==> src/rtl/serial_adder_pkg.sv <==
// -----------------------------------------------------------------------------
// serial_adder_pkg
// Shared definitions for the bit-serial adder: the FSM state encoding.
// No ports (package).
// -----------------------------------------------------------------------------
package serial_adder_pkg;

  // IDLE: waiting for start. RUN: one bit per clock. DONE: result strobe.
  typedef enum logic [1:0] {
    S_IDLE = 2'd0,
    S_RUN  = 2'd1,
    S_DONE = 2'd2
  } state_t;

endpackage : serial_adder_pkg

==> src/rtl/full_adder.sv <==
// -----------------------------------------------------------------------------
// full_adder
// Single-bit full adder cell. Purely combinational.
// Ports:
//   a, b, cin : input  bits to add
//   sum       : output a ^ b ^ cin
//   carry     : output majority(a, b, cin)
// -----------------------------------------------------------------------------
module full_adder (
  input  logic a,
  input  logic b,
  input  logic cin,
  output logic sum,
  output logic carry
);

  assign sum   = a ^ b ^ cin;
  assign carry = (a & b) | (cin & (a ^ b));

endmodule : full_adder

==> src/rtl/serial_adder.sv <==
// -----------------------------------------------------------------------------
// serial_adder
// Bit-serial WIDTH-bit adder. Operands and carry-in are captured on an
// accepted start, then added LSB-first at one bit per clock through a single
// full_adder cell and a carry flop. A one-cycle done strobe follows the last
// bit; sum/cout (and ovf) then hold until the next completion or reset.
//
// Parameters:
//   WIDTH : operand/result width in bits (>= 2), default 8
// Ports:
//   clk   : input  rising-edge clock
//   rst   : input  asynchronous, active-high reset
//   start : input  begin an addition (sampled only in IDLE or DONE)
//   a, b  : input  operands, captured when start is accepted
//   cin   : input  carry-in, captured when start is accepted
//   busy  : output high while bits are being processed
//   done  : output one-cycle strobe, result valid
//   sum   : output last completed result
//   cout  : output carry-out of the last completed result
//   ovf   : output signed overflow of the last result
//           (only when SERIAL_ADDER_OVF_EN is defined)
//
// Build option: define SERIAL_ADDER_OVF_EN to add the ovf port and its flop.
// -----------------------------------------------------------------------------
module serial_adder
  import serial_adder_pkg::*;
#(
  parameter int WIDTH = 8
) (
  input  logic             clk,
  input  logic             rst,
  input  logic             start,
  input  logic [WIDTH-1:0] a,
  input  logic [WIDTH-1:0] b,
  input  logic             cin,
  output logic             busy,
  output logic             done,
  output logic [WIDTH-1:0] sum,
  output logic             cout
`ifdef SERIAL_ADDER_OVF_EN
  ,
  output logic             ovf
`endif
);

  localparam int             CNT_W    = (WIDTH > 1) ? $clog2(WIDTH) : 1;
  localparam logic [CNT_W-1:0] CNT_LAST = CNT_W'(WIDTH - 1);

  state_t           r_state;
  state_t           w_state_nxt;
  logic [WIDTH-1:0] r_sa;
  logic [WIDTH-1:0] r_sb;
  logic [WIDTH-1:0] r_ss;
  logic             r_c;
  logic [CNT_W-1:0] r_cnt;

  logic             w_load;
  logic             w_step;
  logic             w_last;
  logic             w_fa_sum;
  logic             w_fa_carry;
  logic [WIDTH-1:0] w_ss_next;

  // The one and only adder cell; sequenced over WIDTH clocks.
  full_adder u_fa (
    .a     (r_sa[0]),
    .b     (r_sb[0]),
    .cin   (r_c),
    .sum   (w_fa_sum),
    .carry (w_fa_carry)
  );

  assign w_last = (r_cnt == CNT_LAST);

  // New bit enters at the MSB; after WIDTH steps bit 0 has reached position 0.
  assign w_ss_next = WIDTH'({w_fa_sum, r_ss} >> 1);

  // ---------------------------------------------------------------------------
  // Next-state logic
  // ---------------------------------------------------------------------------
  always_comb begin
    // NOTE: every signal gets a default before the case so no path leaves it
    // unassigned; otherwise synthesis infers a latch.
    w_state_nxt = r_state;
    w_load      = 1'b0;
    w_step      = 1'b0;
    unique case (r_state)
      S_IDLE: begin
        if (start) begin
          w_load      = 1'b1;
          w_state_nxt = S_RUN;
        end
      end
      S_RUN: begin
        // start is deliberately ignored here: no queueing, no abort.
        w_step = 1'b1;
        if (w_last) w_state_nxt = S_DONE;
      end
      S_DONE: begin
        if (start) begin
          w_load      = 1'b1;
          w_state_nxt = S_RUN;
        end else begin
          w_state_nxt = S_IDLE;
        end
      end
      default: w_state_nxt = S_IDLE;
    endcase
  end

  // ---------------------------------------------------------------------------
  // State register
  // ---------------------------------------------------------------------------
  always_ff @(posedge clk or posedge rst) begin
    // NOTE: sequential state uses non-blocking assignments so every flop
    // samples pre-edge values, independent of statement order.
    if (rst) r_state <= S_IDLE;
    else     r_state <= w_state_nxt;
  end

  // ---------------------------------------------------------------------------
  // Datapath and registered outputs
  // ---------------------------------------------------------------------------
  always_ff @(posedge clk or posedge rst) begin
    if (rst) begin
      // NOTE: the shift registers are cleared on reset as well, so an aborted
      // addition leaves no trace in the datapath.
      r_sa  <= '0;
      r_sb  <= '0;
      r_ss  <= '0;
      r_c   <= 1'b0;
      r_cnt <= '0;
      busy  <= 1'b0;
      done  <= 1'b0;
      sum   <= '0;
      cout  <= 1'b0;
`ifdef SERIAL_ADDER_OVF_EN
      ovf   <= 1'b0;
`endif
    end else begin
      // Status flags are decoded from the next state so they line up with it.
      busy <= (w_state_nxt == S_RUN);
      done <= (w_state_nxt == S_DONE);

      if (w_load) begin
        r_sa  <= a;
        r_sb  <= b;
        r_c   <= cin;
        r_cnt <= '0;
        r_ss  <= '0;
      end else if (w_step) begin
        r_ss  <= w_ss_next;
        r_c   <= w_fa_carry;
        r_sa  <= r_sa >> 1;
        r_sb  <= r_sb >> 1;
        r_cnt <= r_cnt + CNT_W'(1);
        if (w_last) begin
          sum  <= w_ss_next;
          cout <= w_fa_carry;
`ifdef SERIAL_ADDER_OVF_EN
          // During the MSB step r_c is the carry into the MSB.
          ovf  <= r_c ^ w_fa_carry;
`endif
        end
      end
    end
  end

endmodule : serial_adder

==> config.mk <==
export PLATFORM = sky130hd
export DESIGN_NAME = serial_adder
export DESIGN_NICKNAME = d
export VERILOG_FILES = /design/src/rtl/serial_adder_pkg.sv /design/src/rtl/full_adder.sv /design/src/rtl/serial_adder.sv
export SDC_FILE = /design/constraint.sdc
export NUM_CORES = 1
export LEC_CHECK = 0
export BUFFER_PORTS_ARGS = -buffer_cell sky130_fd_sc_hd__buf_2
export CORE_MARGIN = 8
export CORE_UTILIZATION = 58
export DETAILED_ROUTE_END_ITERATION = 10
export PLACE_DENSITY = 0.78
export SLEW_MARGIN = 20
export SYNTH_ARGS = -nofsm -noshare
export SYNTH_HDL_FRONTEND = slang
export SYNTH_SLANG_ARGS = --single-unit
==> constraint.sdc <==
create_clock -name clk -period 2.9 [get_ports clk]
set_input_delay 0.145 -clock clk [delete_from_list [all_inputs] [get_ports clk]]
set_output_delay 0.145 -clock clk [all_outputs]
set_load 0.03 [all_outputs]
# Word level (Yosys, flattened, before mapping)
# Index checks and enable logic that the tools add are counted.
[word_totals]
ff_bits = 41
input_bits = 20
output_inout_bits = 11
[classes]
add_sub_neg = 1
n_eq_ne = 5
muxes = 17
bitwise_logic = 6
reduce_logical = 4
[op_table]
columns = ["operator", "count"]
rows = [
  ["$mux W8", 6],
  ["$mux W1", 6],
  ["$mux W3", 2],
  ["$pmux W2 S3", 1],
  ["$eq A2 B1 Y1 const B", 2],
  ["$eq A2 B2 Y1 const B", 2],
  ["$mux W2", 2],
  ["$add A3 B1 Y3 const B", 1],
  ["$eq A3 B3 Y1 const B", 1],
  ["$reduce_and A3 Y1", 1],
  ["$and A1 B1 Y1", 2],
  ["$logic_not A2 Y1", 1],
  ["$reduce_bool A2 Y1", 1],
  ["$reduce_or A2 Y1", 1],
  ["$xor A1 B1 Y1", 2],
  ["$not A1 Y1", 1],
  ["$or A1 B1 Y1", 1],
]

# Logic depth before layout (Yosys ltp)
[depth]
depth_word = 5
mapped_depth = 6

# Modules after synthesis
# A second synthesis with hierarchy kept.
[hier_totals]
hier_cells = 144
hier_area_um2 = 1806.7
[modules_own_cells]
columns = ["module", "instances", "cells_per_inst", "area_per_inst_um2", "seq_area_each_um2"]
rows = [
  ["serial_adder", 1, 143, 1786.7, 1001.0],
  ["full_adder", 1, 1, 20.0, 0.0],
]

# Least setup slack after synthesis
# Ideal clock, no wire load.
[synth_path]
kind = "register to register"
from = "register r_cnt[0]"
to = "register sum[0]"
setup_ns = 0.125
t_arrival_ns = 1.452
t_required_ns = 2.775
path_slack_ns = 1.323
stages_incl_launch_ff = 6
path_buffers = 1
synth_period_minus_slack_ns = 1.577
path_cell_list = "dfrtp_1 > ha_1 > ha_1 > nand3b_1 > buf_2 > mux2_4"
[synth_between]
elab_chain_len = 2
[synth_lines]
columns = ["element", "line", "rtl"]
rows = [
  ["start: declaration", "serial_adder.sv:55", "logic [CNT_W-1:0] r_cnt;"],
  ["start signal: assignment", "serial_adder.sv:156", "r_cnt <= r_cnt + CNT_W'(1);"],
  ["$eq A3 B3 Y1", "serial_adder.sv:73", "assign w_last = (r_cnt == CNT_LAST);"],
  ["$reduce_and A3 Y1 (no line)", "-", ""],
  ["end signal: assignment", "serial_adder.sv:158", "sum <= w_ss_next;"],
  ["end: declaration", "serial_adder.sv:38", "output logic [WIDTH-1:0] sum,"],
]
# No other way between the ends.
# A chain may end at the register's enable or synchronous reset.

# Worst setup path in the final report
[layout_path]
from = "register r_state[0]"
to = "register sum[3]"
[layout_between]
elab_chain_len = 5
[layout_lines]
columns = ["element", "line", "rtl"]
rows = [
  ["start: declaration", "serial_adder.sv:49", "state_t r_state;"],
  ["start signal: assignment", "serial_adder.sv:118", "else r_state <= w_state_nxt;"],
  ["$eq A2 B2 Y1 or $logic_not A2 Y1 (tied branches)", "serial_adder.sv:87", "unique case (r_state)"],
  ["$reduce_or A2 Y1 (no line)", "-", ""],
  ["$mux W1", "-", ""],
  ["$not A1 Y1 (no line)", "-", ""],
  ["$reduce_and A3 Y1 (no line) (*)", "-", ""],
]
# Mark *: on every way between the ends. The rest lies on a longest branch, timed or not.

==> results by group <==
Global route
  • Total gr overflow: 0
  • Largest net degree at the start of global routing: 26
  • Initial antenna violation count: 0
  • Vias in the first global route: 1285
  • Total track usage: 14.3%
  • First-pass GRT wire length: 5800 um

Power and ir drop
  • Comb pwr share: 40.0%
  • Internal power: 0.00139 W
  • Net Sw Power: 0.000857 W
  • PD cells: 1130 nW/um2
  • Clock power frac: 15.8%
  • Pleak: 0.961 nW
  • Sequential Power Share: 44.2%
  • Sw Share: 38.1%
  • Maximum VDD drop: 628 uV

Setup path
  • Worst Path Class, Setup: flip-flop to flip-flop
  • Crit-path max FO: 23
  • Worst Path Arrival: 2.23 ns
  • Worst path required time: 3.14 ns
  • Worst setup SP type: flip-flop
  • Endpoint type of the worst setup path: flip-flop

Job
  • Number of max-cap violations: 0

STA
  • Final worst slack: 0.902 ns
  • Worst-Margin Slew: 0.883 ns
  • Setup-failing EPs final: 0
  • RSZ-0062 raised after global routing: no
  • Minimum clock period: 2.00 ns
  • Worst Skew: 0.0131 ns
  • Fin Setup TNS: 0 ns
  • Fmax: 500 MHz
  • Final Hold Vio Count: 0
  • Slew Limit Headroom: 41.1%
  • Slew Viols, Final: 0
  • Fin crit share: 68.9%

Clock tree
  • Clock Latency Late Sink: 0.34 ns
  • Cts-stage hold buffer count: 1
  • Clock root cell: clkbuf_4
  • Clock slew at reported path FFs: 0.11 ns
  • CTS resizes: 0
  • Num CTS Buffers: 5
  • Post-CTS Setup Inserts: 0
  • CTS sink count: 40
  • CTS Buffer Depth: 2
  • CTS H-tree depth: 2
  • CTS tree: done

Drt
  • Residual DRC count: 0
  • Wirelength, routed: 3300 um
  • Antenna Violating Nets Remaining: 0
  • Vias per cell: 5.82
  • DRT iter0 DRCs: 44
  • Vias: 1216
  • First-pass detailed-route iteration total: 4
  • Wirelength per Cell: 15.8 um

Synth
  • Syn Std Cell Area: 1750 um2
  • Syn Inst Count: 145
  • Yosys cell types: 26
  • Synth Net Count: 168
  • Leading area contributor after synthesis: dfrtp_1
  • Seq/Total Area, Yosys: 57.2%
  • Syn Area/Cell: 12.1 um2
  • FF+latch count, synth: 40
  • Largest cells by area after synthesis: dfrtp_1 (57%), a22o_1 (5.0%), mux2i_1 (4.0%)
  • Post-synth top area share: 57.2%
  • Ys Warns: 0

Run status
  • Status: finished clean

Final layout
  • Syn-to-layout area delta: 13.5%
  • Post-route core utilization: 67.2%
  • Fin area: 1990 um2
  • Fin cells: 209
  • Final #Nets: 198
  • Diodes inserted: 0
  • Layout cells sized above 1: 28.4%

Place
  • DP Wirelength: 2400 um
  • IO buf count: 30
  • DP Cell Count: 200
  • DP Area: 1900 um2
  • DP Worst Slack: 0.921 ns
  • GPL Wtd Cong: 0.756

Die
  • Core Footprint: 2950 um2
  • Die H: 70.9 um
  • Core Rows: 20
  • Initial Util: 59.2%
  • Die width: 70.9 um
  • Num ports: 31
  • Die area: 5030 um2

Worst hold path
  • Hold crit path type: primary input to flip-flop
==> stage by stage <==
step | total power (W) | hold WS (ns)
after CTS | 0.00227 | 0.0417
final | 0.00225 | 0.0510
after global placement | 0.00186 | 0.363
after global routing | 0.00241 | 0.0436
after floorplan | 0.00169 | 0.285
after detailed placement | 0.00192 | 0.375
==> layout by cell type, fill, tap and decap left out, drive strengths merged, types with 2 or more instances in the layout <==
cell,n
dfrtp,40
nor3,7
o21ai,5
inv,6
o22ai,8
a22o,10
a21oi,7
ha,2
mux2,9
nor2,10
mux2i,7
a211oi,6
nand2b,2
buf,32
clkbuf,6
nor2b,8
nand2,2
==> cell families after synthesis <==
family,count (synthesis),share of synthesized area (%)
compound gates,38,15.2
xor+xnor,1,0.501
flops,40,57.2
fa+ha+maj,3,2.57
mux,16,10.7
buf+inv,16,4.51
simple gates,31,9.30
==> power by group through the flow <==
stage                     Sequential (W)  Clock (W)  Combinational (W)
final                           0.000994   0.000355           0.000899
after global placement          0.000989          0           0.000875
after floorplan                  0.00106          0           0.000632
after CTS                       0.000995   0.000363           0.000914
after detailed placement         0.00101          0           0.000910
after global routing             0.00103   0.000380            0.00101
==> routing by layer <==
metal  up-vias  GRT usage, %  routed length, um
li1        576             -                  -
met1       598          17.4               1450
met2        35          23.1               1600
met3         7          4.24                183
met4         0          6.24                 63
met5         -             0                  0
==> critical path: stages, from the launching register on <==
cell and delay, ns:
dfrtp_1 0.77, nand3b_1 0.65, mux2_4 0.48
==> area by class of cell <==
type                            instances  area [um2]
Tap cell                               33        41.3
Clock inverter                          2        35.0
Sequential cell                        40        1000
Fill cell                             241         967
Timing Repair Buffer                   33         175
Inverter                                6        22.5
Clock buffer                            6        41.3
Multi-Input combinational cell         89         669
==> sequential cells by signal, summed over array words and instances, names as in the netlist <==
| register | cells |
|---|---|
| busy | 1 |
| r_sb | 8 |
| r_ss | 7 |
| r_c | 1 |
| r_cnt | 3 |
| cout | 1 |
| r_state | 2 |
| done | 1 |
| sum | 8 |
| r_sa | 8 |
==> final timing paths <==
check,cells after the start,slack [ns],end,start
setup / recovery,2,0.90,sum[3]$_DFFE_PP0P_,r_state[0]$_DFF_PP0_
hold / removal,2,0.05,r_sb[7]$_DFFE_PP0P_,b[7]
setup reg to reg,2,0.90,sum[3]$_DFFE_PP0P_,r_state[0]$_DFF_PP0_
hold reg to reg,2,0.50,cout$_DFFE_PP0P_,cout$_DFFE_PP0P_
max in group asynchronous,4,1.63,r_sb[4]$_DFFE_PP0P_,rst
min in group asynchronous,3,0.51,sum[1]$_DFFE_PP0P_,rst
==> Yosys cell counts <==
cell type	instances
buf_2	6
nor3_1	7
nand3_1	1
mux2_4	4
mux2_2	5
nor2_4	1
o2bb2ai_1	1
ha_1	2
mux2i_1	7
a22o_1	10
nand2b_1	2
clkbuf_1	1
a221oi_2	1
nor2b_1	8
a21oi_1	7
nand3b_1	1
xnor2_1	1
o22ai_1	8
fa_1	1
buf_4	3
nand2_1	2
a211oi_1	6
o21ai_0	5
inv_1	6
nor2_1	9
dfrtp_1	40
Power figures use the tool's default switching activity.
